`config.mk`:
```
export PLATFORM = sky130hd
export DESIGN_NAME = rssi_cca_fsm
export DESIGN_NICKNAME = d
export VERILOG_FILES = /design/src/rtl/rssi_cca_fsm.sv
export SDC_FILE = /design/constraint.sdc
export NUM_CORES = 1
export LEC_CHECK = 0
export CAP_MARGIN = 25
export CORE_MARGIN = 2
export CORE_UTILIZATION = 43
export DETAILED_ROUTE_END_ITERATION = 7
export MAX_ROUTING_LAYER = met4
export PLACE_DENSITY = 0.69
export SLEW_MARGIN = 5
export SYNTH_ARGS = -nofsm -noshare
export SYNTH_HDL_FRONTEND = slang
export SYNTH_SLANG_ARGS = --single-unit
```
`constraint.sdc`:
```
create_clock -name clk -period 3 [get_ports clk]
set_clock_uncertainty 0.15 [all_clocks]
set_input_delay 0.75 -clock clk [delete_from_list [all_inputs] [get_ports clk]]
set_output_delay 0.75 -clock clk [all_outputs]
set_load 0.1 [all_outputs]
```
`src/rtl/rssi_cca_fsm.sv`:
```
// Debounced clear-channel assessment from the per-sample RSSI stream, with hold-off timer,
// busy-time accumulator and per-episode peak RSSI capture.
module rssi_cca_fsm #(
  parameter int unsigned RSSI_HALF_DB_WIDTH = 11,
  parameter int unsigned CNT_WIDTH          = 8,
  parameter int unsigned HOLD_WIDTH         = 16,
  parameter int unsigned BUSY_TIME_WIDTH    = 32
) (
  input  logic                                 clk,
  input  logic                                 rst,
  input  logic signed [RSSI_HALF_DB_WIDTH-1:0] rssi_half_db,
  input  logic                                 rssi_half_db_valid,
  input  logic                                 tx_on,
  input  logic signed [RSSI_HALF_DB_WIDTH-1:0] busy_th,
  input  logic [3:0]                           hyst,
  input  logic [CNT_WIDTH-1:0]                 assert_cnt,
  input  logic [HOLD_WIDTH-1:0]                hold_cycles,
  input  logic                                 busy_time_clr,
  output logic                                 ch_idle,
  output logic                                 ch_busy_rise,
  output logic                                 ch_idle_rise,
  output logic [BUSY_TIME_WIDTH-1:0]           busy_time,
  output logic signed [RSSI_HALF_DB_WIDTH-1:0] rssi_peak_half_db,
  output logic [1:0]                           state
);

  localparam int unsigned W = RSSI_HALF_DB_WIDTH;
  localparam logic signed [W-1:0]         RssiMin = {1'b1, {(W-1){1'b0}}};
  localparam logic [CNT_WIDTH-1:0]        CntOne  = {{(CNT_WIDTH-1){1'b0}}, 1'b1};
  localparam logic [CNT_WIDTH:0]          RunOne  = {{CNT_WIDTH{1'b0}}, 1'b1};
  localparam logic [HOLD_WIDTH-1:0]       HoldOne = {{(HOLD_WIDTH-1){1'b0}}, 1'b1};
  localparam logic [BUSY_TIME_WIDTH-1:0]  BtOne   = {{(BUSY_TIME_WIDTH-1){1'b0}}, 1'b1};

  typedef enum logic [1:0] {
    StIdle = 2'd0,
    StPend = 2'd1,
    StBusy = 2'd2,
    StHold = 2'd3
  } state_e;

  state_e                      state_q, state_d;
  logic [CNT_WIDTH-1:0]        run_q, run_d;
  logic [HOLD_WIDTH-1:0]       hold_q, hold_d;
  logic signed [W-1:0]         peak_q, peak_d;
  logic signed [W-1:0]         pub_q, pub_d;
  logic [BUSY_TIME_WIDTH-1:0]  bt_q, bt_d;
  logic                        idle_q, idle_d;
  logic                        brise_q, brise_d;
  logic                        irise_q, irise_d;
  logic                        tx_q;

  logic [CNT_WIDTH-1:0] eff_cnt;
  logic [CNT_WIDTH:0]   run_inc;
  logic signed [W:0]    lo_th;
  logic signed [W:0]    rssi_ext;
  logic signed [W-1:0]  peak_max;
  logic                 above, below;

  assign eff_cnt  = (assert_cnt == '0) ? CntOne : assert_cnt;
  assign run_inc  = {1'b0, run_q} + RunOne;
  // One extra bit so threshold minus hysteresis cannot wrap near the negative limit.
  assign lo_th    = $signed({busy_th[W-1], busy_th}) - $signed({1'b0, {(W-4){1'b0}}, hyst});
  assign rssi_ext = $signed({rssi_half_db[W-1], rssi_half_db});
  assign above    = rssi_half_db_valid && (rssi_half_db >= busy_th);
  assign below    = rssi_half_db_valid && (rssi_ext < lo_th);
  assign peak_max = (rssi_half_db > peak_q) ? rssi_half_db : peak_q;

  always_comb begin
    state_d = state_q;
    run_d   = run_q;
    hold_d  = hold_q;
    peak_d  = peak_q;
    pub_d   = pub_q;
    brise_d = 1'b0;
    irise_d = 1'b0;

    if (rssi_half_db_valid && (state_q == StBusy || state_q == StHold)) begin
      peak_d = peak_max;
    end

    if (tx_on) begin
      state_d = StBusy;
      run_d   = '0;
      if (state_q == StIdle || state_q == StPend) begin
        brise_d = 1'b1;
        peak_d  = RssiMin;
      end
    end else begin
      unique case (state_q)
        StIdle: begin
          if (above) begin
            if (eff_cnt == CntOne) begin
              state_d = StBusy;
              brise_d = 1'b1;
              peak_d  = rssi_half_db;
            end else begin
              state_d = StPend;
              run_d   = CntOne;
            end
          end
        end
        StPend: begin
          if (above) begin
            if (run_inc >= {1'b0, eff_cnt}) begin
              state_d = StBusy;
              brise_d = 1'b1;
              peak_d  = rssi_half_db;
              run_d   = '0;
            end else begin
              run_d = run_inc[CNT_WIDTH-1:0];
            end
          end else if (rssi_half_db_valid) begin
            state_d = StIdle;
            run_d   = '0;
          end
        end
        StBusy: begin
          // tx_q high here means tx_on just fell.
          if (tx_q || below) begin
            state_d = StHold;
            hold_d  = hold_cycles;
          end
        end
        StHold: begin
          if (above) begin
            state_d = StBusy;
          end else if (hold_q == '0) begin
            state_d = StIdle;
            irise_d = 1'b1;
            pub_d   = peak_d;
          end else begin
            hold_d = hold_q - HoldOne;
          end
        end
        default: ;
      endcase
    end

    idle_d = (state_d == StIdle) || (state_d == StPend);

    if (busy_time_clr) begin
      bt_d = '0;
    end else if (!idle_q && !(&bt_q)) begin
      bt_d = bt_q + BtOne;
    end else begin
      bt_d = bt_q;
    end
  end

  always_ff @(posedge clk or posedge rst) begin
    if (rst) begin
      state_q <= StIdle;
      run_q   <= '0;
      hold_q  <= '0;
      peak_q  <= RssiMin;
      pub_q   <= RssiMin;
      bt_q    <= '0;
      idle_q  <= 1'b1;
      brise_q <= 1'b0;
      irise_q <= 1'b0;
      tx_q    <= 1'b0;
    end else begin
      state_q <= state_d;
      run_q   <= run_d;
      hold_q  <= hold_d;
      peak_q  <= peak_d;
      pub_q   <= pub_d;
      bt_q    <= bt_d;
      idle_q  <= idle_d;
      brise_q <= brise_d;
      irise_q <= irise_d;
      tx_q    <= tx_on;
    end
  end

  assign ch_idle           = idle_q;
  assign ch_busy_rise      = brise_q;
  assign ch_idle_rise      = irise_q;
  assign busy_time         = bt_q;
  assign rssi_peak_half_db = pub_q;
  assign state             = state_q;

endmodule
```
; ---- Word level (Yosys, flattened, before mapping)
; Cells that the tools add are included.
; Widths: inputs -> output; s select.
[classes]
muxes = 44
bitwise_logic = 2
order_cmp = 4
reduce_logical = 21
n_addsub = 4
eq_ne = 11
[op_table]
columns = op, n
row1 = $mux 11, 8
row2 = $mux 32, 2
row3 = $mux 8, 7
row4 = $mux 16, 3
row5 = $add 32x1->32 const B, 1
row6 = $pmux 16 s2, 1
row7 = $reduce_and 32->1, 1
row8 = $pmux 11 s2, 1
row9 = $mux 2, 9
row10 = $logic_not 16->1, 1
row11 = $pmux 8 s2, 1
row12 = $sub 16x1->16 const B, 1
row13 = $lt 11x12->1, 1
row14 = $sub 11x5->12, 1
row15 = $ge 11x11->1, 1
row16 = $gt 11x11->1, 1
row17 = $mux 1, 10
row18 = $add 8x1->9 const B, 1
row19 = $ge 9x8->1, 1
row20 = $eq 8x1->1 const B, 1
row21 = $logic_not 8->1, 1
row22 = $pmux 2 s4, 1
row23 = $reduce_and 4->1, 2
row24 = $ne 3x3->1 const B, 2
row25 = 14 further kinds, 27
[word_totals]
input_bits = 55
reg_bits = 84
output_inout_bits = 48

; ---- Longest topological paths before layout
; Gate-level depths: netlist of the first run.
[depth]
word_depth = 9
depth_mapped = 18

; ---- Worst setup path before layout of the first run
; OpenSTA, ideal clock, no wires.
[synth_path]
path_kind = input to register
startpoint = input port busy_th[0]
endpoint = register hold_q[11]
path_stages = 18
setup_time_ns = 0.129
setup_slack_ns = -0.868
n_path_buf = 1
arrival_time_ns = 3.588
path_cell_list = inv_1 -> ha_1 -> inv_1 -> fa_1 -> a21oi_1 -> nor2b_1 -> or3_1 -> nor4_1 -> xnor2_1 -> ha_1 -> nand4_1 -> o2111ai_1 -> a211oi_1 -> o31ai_1 -> o311a_4 -> buf_6 -> o31ai_1 -> o21ai_1
[synth_via]
elab_chain_len = 6
word_cells_on_any_way = 9
cone_classes = add/sub: 1 / order compare: 2 / eq/ne: 2 / reduce/logical: 4
[synth_lines]
columns = item, line_no
row1 = start: declaration, 14  ; input logic signed [RSSI_HALF_DB_WIDTH-1:0] busy_th,
row2 = $sub 11x5->12, 62  ; assign lo_th = $signed({busy_th[W-1], busy_th}) - $signed({1'b0, {(W-4){1'b0}}, hyst});
row3 = $lt 11x12->1, 65  ; assign below = rssi_half_db_valid && (rssi_ext < lo_th);
row4 = $logic_and 1x1->1, 65
row5 = $logic_or 1x1->1, 119  ; if (tx_q || below) begin
row6 = $ne 2x1->1 (no line), n/a
row7 = $reduce_and 5->1 (no line) (*), n/a
row8 = end signal: assignment, 165  ; hold_q <= hold_d;
row9 = end: declaration, 43  ; logic [HOLD_WIDTH-1:0] hold_q, hold_d;
; Mark *: on every way between the ends. The rest lies on a longest branch, timed or not.
; A chain may end at the register's enable or synchronous reset.

; ---- Final worst setup path of the first run
[layout_path]
startpoint = input port busy_th[0]
endpoint = register hold_q[6]
; The elaborated chain is that of the path after synthesis.

==> results of run 1 <==
[routing by layer]
metal  up-vias  global-route usage  share of wire
li1       2670                   -              -
met1      2674              0.2902           0.43
met2       141              0.3904           0.51
met3        24             0.03736          0.041
met4         0             0.07868          0.018
met5         -                   -              0
[layout make-up]
class                      instances  share of cell area
clock inverter                     4            0.008836
sequential                        84              0.2521
tap                              176             0.02636
clock buffer                      12             0.02950
timing repair buffer             199              0.2026
multi-input combinational        483              0.4568
inverter                          48             0.02381
[power by group through the flow]
stage	clock network [uW]	logic, uW	registers (uW)
6_report	1220	1550	1490
5_1_grt	1290	1690	1510
4_1_cts	1240	1520	1480
3_5_place_dp	0	1390	1490
3_3_place_gp	0	1350	1480
2_1_floorplan	0	795	1600
[registers in the layout, indices dropped and copies added (netlist names)]
name,cells
state,2
ch_idle_rise,1
rssi_peak_half_db,11
ch_busy_rise,1
tx_q,1
hold_q,16
run_q,8
busy_time,32
ch_idle,1
peak_q,11
[stage by stage]
step	util	setup slack, ns	instances
finish	0.6359	-0.8970	1006
global route	0.6359	-1.013	1006
CTS	0.6255	-0.8955	1001
detailed placement	0.5726	-1.737	974
global placement	0.5726	-1.589	974
floorplan	-	-0.6758	637
[final timing paths]
kind,end,slack (ns),cells past startpoint
hold reg to reg,rssi_peak_half_db[10],0.36,2
setup / recovery,hold_q[6],-0.90,19
setup reg to reg,run_q[5],0.01,11
max in group asynchronous,busy_time[20],1.41,3
min in group asynchronous,rssi_peak_half_db[9],0.72,2
hold / removal,rssi_peak_half_db[10],0.36,2
[cells by family after synthesis]
family          share of synthesized area
buf+inv                           0.05242
fa+ha+maj                          0.1083
simple gates                       0.2093
xor+xnor                          0.06116
mux                               0.02097
compound gates                     0.1802
flops                              0.3676
[synth_stat cells, drive strengths merged (7+ instances only)]
library cell / n
nor3: 17
inv: 48
xnor2: 23
a21oi: 54
and3: 10
xor2: 17
nand3: 21
or3: 8
nand2: 34
nor2: 73
o31ai: 11
dfrtp: 81
buf: 7
and2: 10
o21ai: 26
mux2i: 12
a21o: 8
ha: 48
a22o: 14
nor4: 10
nand4: 13
clkbuf: 17
[tightest hold or removal path, stage by stage, from the launching register on]
cell and delay (ns):
dfstp_2 0.37, nor2_1 0.10, a21oi_1 0.05
[repair_timing]
| item | in CTS | in global routing |
|---|---|---|
| pin swaps | 52 | 30 |
| gates resized for setup | 106 | 24 |
| gates cloned | 3 | 0 |
| hold buffers | 0 | 0 |
| buffers inserted | 9 | 6 |
| setup endpoints to repair | 50 | 49 |
==> flow_summary.json, run 1 <==
{
  "status": "finished with violations",
  "failed_checks": "negative setup slack",
  "via_per_inst": 5.476,
  "final_common_cell": "buf_4",
  "synth.cell_area_um2": 5728,
  "io_buffers": 102,
  "synth_top_flop_cell": "dfrtp_1",
  "place_area_um2": 7522,
  "fin_crit_ns": 3.897,
  "critical_path.startpoint_type": "primary input",
  "hold_class": "reg2reg",
  "worst-slew-pin-transition_ns": 0.6870,
  "maxCapViolations": 0,
  "syn-mean-instance-area_um2": 8.992,
  "criticalPathCategory": "in2reg",
  "pwr-share-comb": 0.364,
  "synth_edf_count": 0,
  "worstPathArrival_ns": 3.98,
  "chipWidth_um": 119.4,
  "power_uw": 4260,
  "initial_utilization": 0.4360,
  "end_kind": "flip-flop",
  "drt_first_iter_violations": 479,
  "ys_types": 74,
  "hp-start": "rssi_peak_half_db[10]",
  "hold_violations": 0,
  "yosysTopAreaCellShare": 0.3539,
  "max_freq_mhz": 256.6,
  "timing.rr.start": "run_q[4]",
  "layout-drive-gt1-share": 0.3108,
  "finalCritPeriodShare": 1.299,
  "wl_per_cell_um": 15.97,
  "synth_largest_area_cell": "dfrtp_1",
  "synthTopCellsByArea": "dfrtp_1 35%, ha_1 10%, nor2_1 4.7%",
  "die_area_um2": 14260,
  "cpMostUsedCell": "o31ai_4",
  "power.share.sequential": 0.350,
  "syn_inst": 637,
  "nets": 929,
  "path_buf_inv": 4,
  "slew_headroom": 0.5410,
  "synth_nets": 741,
  "routed_wl_um": 16070,
  "hold-worst-slack_ns": 0.3642,
  "num_rows": 42,
  "core_area_um2": 13140,
  "num_vias": 5509,
  "swShare": 0.3471,
  "cts_buffers": 9,
  "setup_ws_ns": -0.8970,
  "clock_power_share": 0.286,
  "critical_path.max_fanout": 6,
  "antenna_cells": 0,
  "power.internal_uw": 2781,
  "overflow": 0,
  "cp.required_ns": 3.08,
  "finalInstanceArea_um2": 8354,
  "gp_congestion": 0.9301,
  "grt_pass1_vias": 5399,
  "ir_worst_vdd_v": 0.0003001,
  "layout_common_cells": "136 x buf_4, 81 x dfrtp_1, 69 x nor2_1",
  "drt_pass1_iterations": 5,
  "antenna_found_initial": 0,
  "cts_tree": "yes",
  "grt.total_usage": 0.2338,
  "ios": 103,
  "root_buffer": "clkbuf_16",
  "drv_slew": 0,
  "grt_max_degree": 33,
  "pwr_density_cell_nw_per_um2": 509.9,
  "multi_input_area_um2": 3816,
  "switching_power_uw": 1479,
  "regArea_um2": 2106,
  "max_stage_delay_ns": 0.37,
  "yosysWarnings": 0,
  "grt_pass1_wl_um": 26130,
  "setup_viol": 35,
  "drcViolationCount": 0,
  "crit_slowest_cell": "or3_4",
  "crit_family": "compound AO/OA/AOI/OAI gates",
  "htreeDepth": 3,
  "clkSinkCount": 84,
  "cts.path.max_buffers": 2,
  "synth-async-reset-ratio": 1.000,
  "synth-seq-area-share": 0.3676,
  "clk_pin_slew_ns": 0.07,
  "final_antenna_net_count": 0,
  "die_y_um": 119.4,
  "syn2layout_area_growth_pct": 45.85,
  "rsz0062_at_grt": "true",
  "crit_start": "busy_th[0]",
  "dpl.hpwl_um": 11350,
  "crit_path_cell_trace": "buf_12 -> inv_12 -> ha_4 -> inv_4 -> fa_2 -> a21oi_2 -> nor2b_1 -> or3_4 -> nor3_4 -> xnor2_2 -> ha_2 -> nand4_1 -> o2111ai_2 -> a211oi_2 -> o31ai_4 -> o311a_4 -> buf_16 -> o31ai_4 -> o21ai_1",
  "p_leak_uw": 0.003888,
  "tns_ns": -15.40,
  "fill_cells": 1112,
  "clock_latency_ns": 0.35,
  "synth-seq-cells": 84
}
(Power assumes the default switching activity.)
==> run 2, diff against run 1 <==
--- a/config.mk
+++ b/config.mk
@@ -15,3 +15,4 @@
 export SYNTH_ARGS = -nofsm -noshare
 export SYNTH_HDL_FRONTEND = slang
 export SYNTH_SLANG_ARGS = --single-unit
+export TNS_END_PERCENT = 50
==> run 2 against run 1 <==
  * The flow still finishes with violations (negative setup slack)
  * Maximum frequency shrank 0.28%
  * Register-to-register slack lost 0.05 ns
  * Sequential share of layout area grew 0.60 points
  * Largest power group unchanged
  * Worst setup slack lost 0.011 ns
  * Non-clock buffer count shrank 10
  * Global-route usage shrank 0.34 points
  * Flip-flop and latch count is the same
  * Final area shrank 2.3%
==> flow_summary.json, run 2 (synthesized netlist as in run 1, its figures left out) <==
{
  "hold_class": "reg2reg",
  "clkSinkCount": 84,
  "hp-start": "rssi_peak_half_db[10]",
  "rr_worst_depth": 11,
  "finalInstanceArea_um2": 8160,
  "failed_checks": "negative setup slack",
  "fin_crit_ns": 3.908,
  "nets": 918,
  "final_antenna_net_count": 0,
  "wl_per_cell_um": 15.76,
  "root_buffer": "clkbuf_16",
  "crit_slowest_cell": "or3_4",
  "tns_ns": -14.65,
  "dpl.hpwl_um": 11350,
  "slew_headroom": 0.5368,
  "crit_family": "compound AO/OA/AOI/OAI gates",
  "crit_path_cell_trace": "buf_12 -> inv_12 -> ha_4 -> inv_4 -> fa_2 -> a21oi_2 -> nor2b_1 -> or3_4 -> nor4_4 -> xnor2_1 -> ha_1 -> nand4_1 -> o2111ai_2 -> a211oi_2 -> o31ai_4 -> o311a_4 -> buf_12 -> o31ai_4 -> o21ai_1",
  "max_stage_delay_ns": 0.37,
  "die_area_um2": 14260,
  "syn2layout_area_growth_pct": 42.46,
  "max_freq_mhz": 255.9,
  "worstPathArrival_ns": 3.98,
  "cts_buffers": 9,
  "path_buf_inv": 4,
  "htreeDepth": 3,
  "critical_path.max_fanout": 6,
  "setup_ws_ns": -0.9080,
  "cp.required_ns": 3.07,
  "holdPathEnd": "rssi_peak_half_db[10]",
  "hold_violations": 0,
  "p_leak_uw": 0.003802,
  "ir_worst_vdd_v": 0.0002904,
  "ios": 103,
  "critical_path.startpoint_type": "primary input",
  "antenna_cells": 0,
  "worst-slew-pin-transition_ns": 0.6933,
  "io_buffers": 102,
  "gp_congestion": 0.9301,
  "place_area_um2": 7522,
  "hold-worst-slack_ns": 0.3642,
  "initial_utilization": 0.4360,
  "setup_viol": 24,
  "routed_wl_um": 15680,
  "drt_pass1_iterations": 4,
  "die_y_um": 119.4,
  "multi_input_area_um2": 3755,
  "final_common_cell": "buf_4",
  "layout-drive-gt1-share": 0.3150,
  "worstHoldPathCells": 2,
  "regArea_um2": 2106,
  "grt.total_usage": 0.2305,
  "grt_max_degree": 33,
  "fill_cells": 1137,
  "status": "finished with violations",
  "num_vias": 5417,
  "timing.rr.start": "run_q[4]",
  "hold_buffers": 0,
  "cts.path.max_buffers": 2,
  "core_area_um2": 13140,
  "via_per_inst": 5.444,
  "grt_pass1_wl_um": 25740,
  "drcViolationCount": 0,
  "rr_endpoint": "run_q[5]",
  "largest_reg_flops": 32,
  "chipWidth_um": 119.4,
  "layout_common_cells": "129 x buf_4, 81 x dfrtp_1, 69 x nor2_1",
  "overflow": 0,
  "pwr_density_cell_nw_per_um2": 516.8,
  "drt_first_iter_violations": 442,
  "clock_latency_ns": 0.35,
  "maxCapViolations": 0,
  "criticalPathCategory": "in2reg",
  "finalCritPeriodShare": 1.303,
  "ff2ff_setup_slack_ns": -0.04,
  "end_kind": "flip-flop",
  "num_rows": 42,
  "grt_pass1_vias": 5306,
  "cts_tree": "yes",
  "drv_slew": 0,
  "antenna_found_initial": 0,
  "clk_pin_slew_ns": 0.06,
  "rsz0062_at_grt": "true"
}
## run 2: cell types whose count changed in the layout (fill, tap and decap cells not counted), moves of 2 or more
cell           previous run  this run
o21ai_2                   3         1
inv_1                    39        34
dlygate4sd2_1            19         5
clkbuf_2                  0        14
o21ai_1                  10        12
buf_6                     6         3
inv_2                     6        11
buf_4                   136       129
## run 2: layer usage
metal,track usage,routed length [um],vias to the layer above
met1,0.2878,6895,2625
met4,0.07353,227,0
met3,0.03688,646,20
met5,-,0,-
met2,0.3847,7908,133
li1,-,-,2639
## run 2: worst max-delay path by stage
| stage | startpoint | slack, ns | depth (start not counted) | end |
|---|---|---|---|---|
| 3_3_place_gp | busy_th[0] | -1.59 | 19 | hold_q[9] |
| 5_1_grt | busy_th[0] | -1.03 | 19 | hold_q[13] |
| 4_1_cts | busy_th[0] | -0.90 | 19 | hold_q[8] |
| 6_report | busy_th[0] | -0.91 | 19 | hold_q[13] |
| 3_5_place_dp | busy_th[0] | -1.74 | 20 | hold_q[9] |
| 2_1_floorplan | busy_th[0] | -0.68 | 18 | hold_q[11] |
## run 2: worst min-delay path: cells and delay by family, from the launching register on
kind	cells	cell delay [ns]
flip-flops	1	0.37
AND/OR/NAND/NOR	1	0.10
AO/OA/AOI/OAI	1	0.05
## run 2: stage by stage
stage               power (uW)    util  setup slack (ns)  std cells
floorplan                 2393       -           -0.6758        637
global placement          2826  0.5726            -1.589        974
detailed placement        2879  0.5726            -1.737        974
CTS                       4215  0.6205           -0.8955        995
global route              4445  0.6211            -1.028        995
finish                    4217  0.6211           -0.9080        995
## run 2: what timing repair did
item                       in CTS  in global routing
setup buffers                   3                  0
hold endpoints to repair        0                  0
pin swaps                      42                 20
setup endpoints to repair      50                 49
resized for setup             111                 36
cloned                          2                  0
## run 2: layout make-up
| cell class | instances | share of cell area |
|---|---|---|
| flip-flops and latches | 84 | 0.2580 |
| clock inverters | 4 | 0.009046 |
| clock buffers | 12 | 0.03021 |
| repair buffers | 189 | 0.1912 |
| inverters | 48 | 0.02438 |
| multi-input cells | 482 | 0.4601 |
| well taps | 176 | 0.02699 |
## run 2: report_power, final
group	internal, uW	switching (uW)	total, uW	leakage [uW]
registers	1310	180	1490	0.00109
clock network	753	462	1210	0.000157
logic	694	817	1510	0.00255
==> run 3, diff against run 2 <==
--- a/config.mk
+++ b/config.mk
@@ -5,12 +5,12 @@
 export SDC_FILE = /design/constraint.sdc
 export NUM_CORES = 1
 export LEC_CHECK = 0
+export ABC_AREA = 1
 export CAP_MARGIN = 25
 export CORE_MARGIN = 2
 export CORE_UTILIZATION = 43
 export DETAILED_ROUTE_END_ITERATION = 7
-export MAX_ROUTING_LAYER = met4
-export PLACE_DENSITY = 0.69
+export PLACE_DENSITY = 0.68
 export SLEW_MARGIN = 5
 export SYNTH_ARGS = -nofsm -noshare
 export SYNTH_HDL_FRONTEND = slang
==> run 3 against run 2 <==
  * Worst setup slack improved by 0.25 ns
  * Final area grew 6.3%
  * The run still ends with negative setup slack left
  * Core utilization decreased by 2.0 points
  * Highest routed layer unchanged
  * Total power increased by 3.2%
  * Global-route usage down 2.0 points
  * Count of clock-buffer cells in the layout fell by 2
  * Flip-flop and latch count unchanged
  * Critical path type unchanged
  * Clock power increased by 9%
  * Critical endpoint is now hold_q[11]
  * Cell count increased by 24%
==> flow_summary.json, run 3 <==
{
  "cts_buffers": 9,
  "hold-worst-slack_ns": 0.3298,
  "gp_congestion": 0.8633,
  "synth-seq-cells": 84,
  "initial_utilization": 0.4376,
  "die_y_um": 125.2,
  "synth_nets": 974,
  "place_area_um2": 7859,
  "layout_common_cells": "210 x nand2_1, 116 x buf_4, 109 x inv_1",
  "finalCritPeriodShare": 1.219,
  "status": "finished with violations",
  "crit_family": "simple AND/OR/NAND/NOR gates",
  "antenna_found_initial": 0,
  "max_stage_delay_ns": 0.35,
  "path_buf_inv": 7,
  "die_area_um2": 15670,
  "io_buffers": 102,
  "cts.path.max_buffers": 2,
  "setup_ws_ns": -0.6578,
  "crit_slowest_cell": "fa_2",
  "chipWidth_um": 125.2,
  "grt.total_usage": 0.2103,
  "synth.most_common_cell": "nand2_1",
  "synth-async-reset-ratio": 1.000,
  "crit_start": "busy_th[0]",
  "critical_path.startpoint_type": "primary input",
  "tns_ns": -10.76,
  "clock_latency_ns": 0.35,
  "synth_edf_count": 0,
  "hold_class": "reg2reg",
  "utilization": 0.6011,
  "ys_types": 52,
  "final_common_cell": "nand2_1",
  "ir_worst_vdd_v": 0.0003095,
  "core_area_um2": 14420,
  "synth_top_flop_cell": "dfrtp_1",
  "timing.rr.start": "run_q[1]",
  "wl_per_cell_um": 13.44,
  "yosysWarnings": 0,
  "syn2layout_area_growth_pct": 37.36,
  "cp.required_ns": 3.09,
  "worst-slew-pin-transition_ns": 0.6608,
  "grt_max_degree": 28,
  "worstPathArrival_ns": 3.75,
  "nets": 1150,
  "hp-start": "rssi_peak_half_db[4]",
  "yosysTopAreaCellShare": 0.3211,
  "drv_slew": 0,
  "grt_pass1_vias": 5838,
  "failed_checks": "negative setup slack",
  "syn_inst": 870,
  "num_vias": 6216,
  "top_usage_layer": "met2",
  "criticalPathCategory": "in2reg",
  "clk_pin_slew_ns": 0.06,
  "max_freq_mhz": 273.4,
  "num_rows": 44,
  "synth_largest_area_cell": "dfrtp_1",
  "final_antenna_net_count": 0,
  "maxCapViolations": 0,
  "slew_headroom": 0.5585,
  "cpMostUsedCell": "nand2_1",
  "via_per_inst": 5.033,
  "htreeDepth": 3,
  "grt_pass1_wl_um": 27270,
  "ios": 103,
  "routed_wl_um": 16600,
  "fin_crit_ns": 3.658,
  "layout-drive-gt1-share": 0.2493,
  "overflow": 0,
  "end_kind": "flip-flop",
  "drt_pass1_iterations": 5,
  "synthTopCellsByArea": "dfrtp_1 32%, nand2_1 13%, ha_1 9.5%",
  "grt_use_met1": 0.2895,
  "synth.cell_area_um2": 6312,
  "clkSinkCount": 84,
  "pwr_density_cell_nw_per_um2": 502.1,
  "p_leak_uw": 0.004235,
  "critical_path.max_fanout": 4,
  "power_uw": 4354,
  "drt_first_iter_violations": 395,
  "antenna_cells": 0,
  "largest_reg_flops": 32,
  "cts_tree": "yes",
  "netlist_top_cells_count": "227 x nand2_1, 121 x inv_1, 81 x dfrtp_1",
  "rsz0062_at_grt": "true",
  "root_buffer": "clkbuf_16",
  "synth-seq-area-share": 0.3336,
  "hold_violations": 0,
  "drcViolationCount": 0,
  "met3_usage": 0.04493,
  "finalInstanceArea_um2": 8671,
  "dpl.hpwl_um": 12120,
  "use_met2": 0.3414,
  "fill_cells": 1377,
  "syn-mean-instance-area_um2": 7.256,
  "setup_viol": 17
}
-- run 3: changes by cell type in the layout (fill, tap and decap cells not counted), moves of 14 or more --
cell,change
nand2_2,+26
a22o_1,-14
clkdlybuf4s50_1,+15
a21oi_1,-22
inv_1,+75
nor3_1,+16
clkbuf_2,-14
o21ai_0,+16
nand3_1,+40
nand2_1,+178
-- run 3: kinds of logic after synthesis --
group | after synthesis | share of synthesized area
fa+ha+maj | 49 | 0.09832
compound gates | 117 | 0.1102
buf+inv | 147 | 0.09752
mux | 2 | 0.003172
simple gates | 442 | 0.3169
xor+xnor | 29 | 0.04024
flops | 84 | 0.3336
-- run 3: layout make-up --
| type | instances | area, um2 | share of cell area |
|---|---|---|---|
| multi-input combinational | 639 | 3836 | 0.4424 |
| sequential | 84 | 2106 | 0.2429 |
| timing repair buffer | 182 | 1625 | 0.1874 |
| inverter | 129 | 515.5 | 0.05945 |
| clock buffer | 10 | 239.0 | 0.02756 |
| tap | 184 | 230.2 | 0.02655 |
| clock inverter | 6 | 111.4 | 0.01284 |
| timing repair inverter | 1 | 7.507 | 0.0008658 |
-- run 3: path summary, 6_finish.rpt --
path | end | slack [ns] | cells past startpoint
setup / recovery | hold_q[11] | -0.66 | 27
hold / removal | rssi_peak_half_db[4] | 0.33 | 2
setup reg to reg | peak_q[3] | 0.12 | 19
hold reg to reg | rssi_peak_half_db[4] | 0.33 | 2
max in group asynchronous | peak_q[10] | 1.40 | 3
min in group asynchronous | busy_time[9] | 0.69 | 2
-- run 3: tightest hold or removal path, delay by kind of cell, from the launching register on --
kind	cells	cell delay, ns
and+or+nand+nor	2	0.10
DFF	1	0.34
-- run 3: stage by stage --
stage               std cells  worst slack, ns
finish                   1235          -0.6578
global route             1235          -0.9234
CTS                      1222          -0.7041
detailed placement       1198           -1.539
global placement         1198           -1.483
floorplan                 870          -0.7080
-- run 3: per-layer routing --
metal	part of all wire	vias up
li1	-	3199
met3	0.047	12
met5	0	-
met4	0.0092	0
met1	0.48	2880
met2	0.47	125
-- run 3: timing repair --
| action | 4_1_cts | 5_1_grt |
|---|---|---|
| pin swaps | 21 | 28 |
| setup buffers | 7 | 11 |
| gates resized for setup | 46 | 53 |
| cloned | 1 | 2 |
| endpoints found under the setup margin | 17 | 51 |
| hold buffers | 0 | 0 |
-- run 3: report_power, final --
group | total (uW) | internal, uW | switching (uW)
clock network | 1320 | 837 | 484
logic | 1580 | 643 | 934
registers | 1460 | 1310 | 148
total | 4350 | 2790 | 1570
